===== src/rtl/ps2_host_tx.sv =====
// Host-to-device PS/2 transmitter: clock inhibit, request-to-send, device-clocked 11-bit frame, ACK check.
// Accepts one byte only in IDLE (tx_ready); data_oe tracks a detected device clock fall one cycle later.
module ps2_host_tx #(
  parameter int INHIBIT_CYCLES = 5000,
  parameter int TIMEOUT_CYCLES = 100000
) (
  input  logic       clk,
  input  logic       resetn,
  input  logic       tx_valid,
  input  logic [7:0] tx_data,
  output logic       tx_ready,
  input  logic       ps2_clk_in,
  input  logic       ps2_data_in,
  output logic       ps2_clk_oe,
  output logic       ps2_data_oe,
  output logic       busy,
  output logic       done,
  output logic       ack_err,
  output logic       timeout_err
);

  localparam int IW = $clog2(INHIBIT_CYCLES + 1);
  localparam int TW = $clog2(TIMEOUT_CYCLES + 1);

  localparam logic [2:0] S_IDLE      = 3'd0;
  localparam logic [2:0] S_INHIBIT   = 3'd1;
  localparam logic [2:0] S_REQ       = 3'd2;
  localparam logic [2:0] S_SEND      = 3'd3;
  localparam logic [2:0] S_ACK       = 3'd4;
  localparam logic [2:0] S_WAIT_IDLE = 3'd5;

  localparam logic [IW-1:0] INH_LAST = IW'(INHIBIT_CYCLES - 1);
  localparam logic [TW-1:0] TO_MAX   = TW'(TIMEOUT_CYCLES);

  logic [2:0]    state;
  logic [10:0]   frame;
  logic [3:0]    bit_cnt;
  logic [IW-1:0] inh_cnt;
  logic [TW-1:0] tcnt;
  logic [TW-1:0] tcnt_inc;
  logic          tcnt_active;
  logic          to_hit;

  logic clk_s1, clk_s2, clk_prev;
  logic dat_s1, dat_s2;
  logic fall;

  // Synchronisers reset to the idle (released) bus level so no edge is seen on reset exit.
  always_ff @(posedge clk or negedge resetn) begin
    if (!resetn) begin
      clk_s1   <= 1'b1;
      clk_s2   <= 1'b1;
      clk_prev <= 1'b1;
      dat_s1   <= 1'b1;
      dat_s2   <= 1'b1;
    end else begin
      clk_s1   <= ps2_clk_in;
      clk_s2   <= clk_s1;
      clk_prev <= clk_s2;
      dat_s1   <= ps2_data_in;
      dat_s2   <= dat_s1;
    end
  end

  assign fall = clk_prev & ~clk_s2;

  assign tcnt_active = (state == S_SEND) || (state == S_ACK) || (state == S_WAIT_IDLE);
  assign tcnt_inc    = (tcnt == TO_MAX) ? tcnt : tcnt + TW'(1);
  assign to_hit      = tcnt_active && !fall && (tcnt_inc == TO_MAX);

  always_ff @(posedge clk or negedge resetn) begin
    if (!resetn) begin
      state       <= S_IDLE;
      frame       <= '0;
      bit_cnt     <= '0;
      inh_cnt     <= '0;
      tcnt        <= '0;
      done        <= 1'b0;
      ack_err     <= 1'b0;
      timeout_err <= 1'b0;
    end else begin
      done        <= 1'b0;
      ack_err     <= 1'b0;
      timeout_err <= 1'b0;

      if (tcnt_active && !fall) begin
        tcnt <= tcnt_inc;
      end else begin
        tcnt <= '0;
      end

      case (state)
        S_IDLE: begin
          if (tx_valid && tx_ready) begin
            frame   <= {1'b1, ~^tx_data, tx_data, 1'b0};
            bit_cnt <= '0;
            inh_cnt <= '0;
            state   <= S_INHIBIT;
          end
        end
        S_INHIBIT: begin
          if (inh_cnt == INH_LAST) begin
            state <= S_REQ;
          end else begin
            inh_cnt <= inh_cnt + IW'(1);
          end
        end
        S_REQ: begin
          state <= S_SEND;
        end
        S_SEND: begin
          if (fall) begin
            frame   <= {1'b1, frame[10:1]};
            bit_cnt <= bit_cnt + 4'd1;
            if (bit_cnt == 4'd9) begin
              state <= S_ACK;
            end
          end else if (to_hit) begin
            timeout_err <= 1'b1;
            state       <= S_IDLE;
          end
        end
        S_ACK: begin
          if (fall) begin
            if (dat_s2) begin
              ack_err <= 1'b1;
              state   <= S_IDLE;
            end else begin
              state <= S_WAIT_IDLE;
            end
          end else if (to_hit) begin
            timeout_err <= 1'b1;
            state       <= S_IDLE;
          end
        end
        S_WAIT_IDLE: begin
          if (clk_s2 && dat_s2) begin
            done  <= 1'b1;
            state <= S_IDLE;
          end else if (to_hit) begin
            timeout_err <= 1'b1;
            state       <= S_IDLE;
          end
        end
        default: begin
          state <= S_IDLE;
        end
      endcase
    end
  end

  // Holding ready low during a result pulse gives the command logic one cycle to react.
  assign tx_ready    = (state == S_IDLE) && !(done || ack_err || timeout_err);
  assign busy        = (state != S_IDLE);
  assign ps2_clk_oe  = (state == S_INHIBIT) || (state == S_REQ);
  assign ps2_data_oe = (state == S_REQ) || ((state == S_SEND) && !frame[0]);

endmodule


===== config.mk =====
export PLATFORM = sky130hd
export DESIGN_NAME = ps2_host_tx
export DESIGN_NICKNAME = d
export VERILOG_FILES = /design/src/rtl/ps2_host_tx.sv
export SDC_FILE = /design/constraint.sdc
export NUM_CORES = 1
export LEC_CHECK = 0
export ABC_AREA = 1
export CORE_MARGIN = 2
export CORE_UTILIZATION = 56
export CTS_BUF_LIST = sky130_fd_sc_hd__clkbuf_8
export DETAILED_ROUTE_END_ITERATION = 6
export PLACE_DENSITY_LB_ADDON = 0.08
export REMOVE_ABC_BUFFERS = 1
export SLEW_MARGIN = 20
export SYNTH_ARGS = -nofsm -noshare
export SYNTH_HDL_FRONTEND = slang
export SYNTH_SLANG_ARGS = --single-unit

===== constraint.sdc =====
create_clock -name clk -period 1.9 [get_ports clk]
set_clock_uncertainty 0.1 [all_clocks]
set_input_delay 0.475 -clock clk [delete_from_list [all_inputs] [get_ports clk]]
set_output_delay 0.475 -clock clk [all_outputs]
set_load 0.05 [all_outputs]

# --- Word-level counts from Yosys, hierarchy flattened ---
# Cells that the tools add are included.
classes:
  n_eq_ne: 14
  n_addsub: 3
  bitwise: 2
  n_reduce_logical: 24
  mux: 29
op_table:
  columns: ["op", "n"]
  rows:
  - ["17-bit == test (second input constant)", 2]
  - ["17-bit 2-to-1 mux", 2]
  - ["13-bit 2-to-1 mux", 2]
  - ["13-bit case mux with 2 select lines", 1]
  - ["3-bit 2-to-1 mux", 8]
  - ["11-bit 2-to-1 mux", 2]
  - ["11-bit case mux with 2 select lines", 1]
  - ["3-bit case mux with 6 select lines", 1]
  - ["17-bit by 1-bit adder with 17-bit output (second input constant)", 1]
  - ["13-bit by 1-bit adder with 13-bit output (second input constant)", 1]
  - ["13-bit == test (second input constant)", 1]
  - ["3-bit AND reduction", 3]
  - ["1-bit 2-to-1 mux", 8]
  - ["4-bit 2-to-1 mux", 2]
  - ["2-bit != test (second input constant)", 4]
  - ["4-bit case mux with 2 select lines", 1]
  - ["8-bit XNOR reduction", 1]
  - ["3-bit by 2-bit == test with 1-bit output (second input constant)", 2]
  - ["3-bit == test (second input constant)", 2]
  - ["1-bit logical AND", 6]
  - ["1-bit logical OR", 6]
  - ["4-bit by 1-bit adder with 4-bit output (second input constant)", 1]
  - ["4-bit == test (second input constant)", 1]
  - ["2-bit nonzero test", 2]
  - ["other kinds (9)", 11]
totals:
  out_inout_bits: 7
  ff_bits: 56
  elab_cells: 85
  inputBits: 13

# --- Logic depth before layout (Yosys ltp) ---
depth:
  depth_word: 8
  mapped_depth: 16
  ltp_nobuf: 16

# --- Worst setup path before layout ---
# No wires, ideal clock.
synth_timing:
  path_kind: "reg2out"
  from: "register state[2]"
  to: "output ps2_data_oe"
  arrival_ps: 1812
  path_slack_ps: -487
  path_buffers: 1
  stages_incl_launch_ff: 5
  cell_sequence: "dfrtp_1 -> buf_2 -> nor2_4 -> nand2_2 -> o21ai_0"
synth_via:
  elab_chain_cells: 3
  elab_cells_between_ends: 4
  cone_classes: "eq/ne: 2; reduce/logical: 2"
synth_rtl:
  columns: ["item", "line", "source"]
  rows:
  - ["start: declaration", "35", "logic [2:0] state;"]
  - ["start signal: assignment", "73", "state <= S_IDLE;"]
  - ["start signal: assignment", "98", "state <= S_INHIBIT;"]
  - ["start signal: assignment", "103", "state <= S_REQ;"]
  - ["3-bit by 2-bit == test with 1-bit output", "156", "assign ps2_data_oe = (state == S_REQ) || ((state == S_SEND) && !frame[0]);"]
  - ["1-bit logical AND", "156", null]
  - ["1-bit logical OR *", "156", null]
  - ["end: declaration", "15", "output logic ps2_data_oe,"]
# Every way passes the cells marked *; elsewhere a longest branch is shown, timed or not.

# --- Worst setup path in the final report ---
layout_timing:
  from: "register tcnt[1]"
  to: "register state[0]"
layout_via:
  elab_chain_cells: 7
  elab_cells_between_ends: 10
  cone_classes: "add/sub: 1; eq/ne: 2; mux: 6; reduce/logical: 1"
layout_rtl:
  columns: ["item", "line", "source"]
  rows:
  - ["start: declaration", "39", "logic [TW-1:0] tcnt;"]
  - ["start signal: assignment", "87", "tcnt <= tcnt_inc;"]
  - ["17-bit by 1-bit adder with 17-bit output or 17-bit == test (tied branches)", "68", "assign tcnt_inc = (tcnt == TO_MAX) ? tcnt : tcnt + TW'(1);"]
  - ["17-bit 2-to-1 mux *", "68", null]
  - ["17-bit == test *", "69", "assign to_hit = tcnt_active && !fall && (tcnt_inc == TO_MAX);"]
  - ["1-bit logical AND *", "69", null]
  - ["3-bit 2-to-1 mux *", null, null]
  - ["3-bit 2-to-1 mux (on tied branches)", null, null]
  - ["3-bit case mux with 6 select lines *", null, null]
# Marks and branches as above.
# A chain may end at the register's enable or synchronous reset.

==> flow_metrics.py <==
metrics = {
    "status": {
        "status": "finished, violations left",
        "violations": "negative hold slack, negative setup slack",
    },
    "timing": {
        "tightest_slew_ps": 445,
        "drv_slew": 0,
        "setup_viol_count_final": 10,
        "finalSetupTns_ps": -491,
        "whs_ps": -8.20,
        "min_period_ps": 2000,
        "relSlewSlack_pct": 70.3,
        "rsz0062_at_grt": "yes",
        "hold_viol": 4,
        "min_period_over_period_pct": 105,
        "max_clock_freq_ghz": 0.500,
        "fin_ws_ps": -99.2,
    },
    "critical_path": {
        "worstPathCellList": "ha_2, nand3_2, nor2_4, nand3_2, nand2_2, nand3_2, nor2_2, nand2_1, nor2_2, nand2_2, nand2_1, nand3_1, nand2_1, nand2_1",
        "cp-end-kind": "flop",
        "crit_start": "tcnt[1]",
        "worstPathRequired_ps": 2010,
        "cpMostUsedCell": "nand2_1",
        "cp-start-kind": "flop",
        "r2r_start": "tcnt[1]",
        "path_class": "reg -> reg",
        "slowest_stage": "dfrtp_1",
        "worstPathArrival_ps": 2110,
        "cpLargestDelayFamily": "simple AND/OR/NAND/NOR gates",
        "max_stage_delay_ps": 390,
        "path_buf_inv": 0,
        "cp_max_fo": 5,
    },
    "clock_network": {
        "numCtsBuffers": 5,
        "clock_path_buffers": 2,
        "root_buffer": "clkbuf_8",
        "insertion_delay_ps": 310,
        "cts_tree": "done",
        "hold_buffers": 0,
        "htree_levels": 2,
        "clock-sinks": 56,
        "clk_pin_slew_ps": 110,
    },
    "floorplan": {
        "top_level_ports": 20,
        "die_w_um": 79.9,
        "die_y_um": 79.9,
        "start_util_pct": 58.2,
        "core_um2": 5540,
        "die-area_um2": 6390,
        "rows": 27,
    },
    "logic_synthesis": {
        "synth_top_area_share_pct": 39.6,
        "ys_seq_area_share_pct": 43.6,
        "netlist.top_cell.by_area": "dfrtp_1",
        "synthArstFlopShare_pct": 100,
        "syn-cell-area_um2": 3230,
        "ys_warn_count": 0,
        "synth-edff-count": 0,
        "synth_ff_type": "dfrtp_1",
        "ys_top_cells_by_area": "dfrtp_1 40%, nand2_1 11%, nor2_1 8.8%",
        "synth.distinct_cells": 38,
        "ys_ff_latch": 56,
        "avgSynthCellArea_um2": 7.61,
        "synth_cells": 424,
    },
    "placed_design": {
        "place_hpwl_um": 5930,
        "port_buffers": 19,
        "dp.cells": 547,
        "gp_congestion": 0.957,
    },
    "finish": {
        "drive_gt1_share_pct": 26.5,
        "nets": 507,
        "area_growth_pct": 27.1,
        "final_common_cell": "nand2_1",
        "n_antenna_cell": 0,
        "layout_common_cells": "86 x nand2_1, 68 x nor2_1, 45 x dfrtp_1, 45 x buf_4, 41 x inv_1",
        "layout.cells.non_filler": 562,
    },
    "global_route": {
        "grt_pass1_wl_um": 13100,
        "antenna_found_initial": 0,
        "gr-usage-all-layers_pct": 26.4,
        "grt_max_degree": 27,
        "grt-ovfl-total": 0,
        "grt_pass1_vias": 2869,
    },
    "route": {
        "drt_iter0_drc": 183,
        "vias": 3021,
        "wl_per_cell_um": 14.1,
        "viasPerCell": 5.38,
        "dr.pass1.iters": 4,
        "drcViolationCount": 0,
        "drt-total-wl_um": 7910,
        "postRouteAntennaNets": 0,
    },
    "worst_hold_path": {
        "hp-class": "in -> async",
    },
    "pwr": {
        "p_leak_nw": 1.83,
        "peakVddDrop_mv": 1.65,
        "power_density_nw_per_um2": 1090,
    },
    "job": {
        "drv_cap": 0,
    },
}
==> synthesized netlist by cell type, types with 5 or more instances <==
cell / instances
xor2_1: 11
inv_1: 42
nand3_1: 27
dfstp_2: 5
nor2_1: 76
a21oi_1: 14
dfrtp_1: 51
xnor2_1: 7
nand2_2: 9
nor3_1: 11
nand2_1: 91
ha_1: 5
o22ai_1: 12
nand4_1: 9
inv_2: 7
o21ai_0: 8
==> routing by layer <==
metal | track usage (%) | part of all wire (%) | vias up
met5 | 0 | 0 | -
met4 | 5.93 | 1.0 | 0
met3 | 3.51 | 5.0 | 8
met2 | 43.0 | 48 | 94
met1 | 37.8 | 46 | 1423
li1 | - | - | 1496
==> cell families after synthesis <==
group                    count (synthesis)  share of synthesized area [%]
AND/OR/NAND/NOR                        242                           34.0
flip-flops                              56                           43.6
buffers and inverters                   55                           6.82
AO/OA/AOI/OAI                           48                           8.76
XOR/XNOR                                18                           4.89
adder cells (fa/ha/maj)                  5                           1.94
==> sequential cells by signal (all words and copies together), names as in the netlist <==
register     count
ack_err          1
inh_cnt         13
dat_s2           1
clk_s1           1
clk_prev         1
timeout_err      1
state            3
frame           11
dat_s1           1
tcnt            17
bit_cnt          4
done             1
clk_s2           1
==> worst paths after layout <==
| path | cells past startpoint | slack (ps) | endpoint |
|---|---|---|---|
| max in group asynchronous | 2 | 1160 | inh_cnt[2] |
| min reg2reg | 0 | 260 | clk_s2 |
| min in group clk | 0 | 260 | clk_s2 |
| max reg2reg | 14 | -100 | state[0] |
| min | 1 | -8 | tcnt[9] |
| max | 14 | -100 | state[0] |
==> stage by stage <==
stage | cell area, µm² | util (%) | setup WS, ps | power (mW)
finish | 4100 | 74.0 | -99.2 | 4.46
detailed placement | 3790 | 68.5 | -158 | 3.49
CTS | 4020 | 72.5 | -98.7 | 4.41
floorplan | 3190 | - | -474 | 2.61
global route | 4100 | 74.0 | -281 | 4.74
global placement | 3790 | 68.5 | -95.2 | 3.44
==> layout make-up <==
class,instances,area [µm²]
fill,434,1440
multi-input combinational,313,1720
timing repair buffer,63,573
sequential,56,1420
clock buffer,5,68.8
tap,72,90.1
clock inverter,3,46.3
inverter,50,193
==> power breakdown <==
part / switching, mW / leakage, nW / internal [mW] / total, mW
clock: 0.406 / 0.0600 / 0.400 / 0.806
combinational: 1.22 / 1.05 / 0.907 / 2.12
sequential: 0.144 / 0.715 / 1.39 / 1.53
==> what timing repair did <==
item | 4_1_cts | 5_1_grt
pin swaps | 8 | 4
setup buffers | 7 | 0
resized for setup | 16 | 26
endpoints found under the setup margin | 8 | 29
No activity file was read; power rests on OpenSTA's default activity.
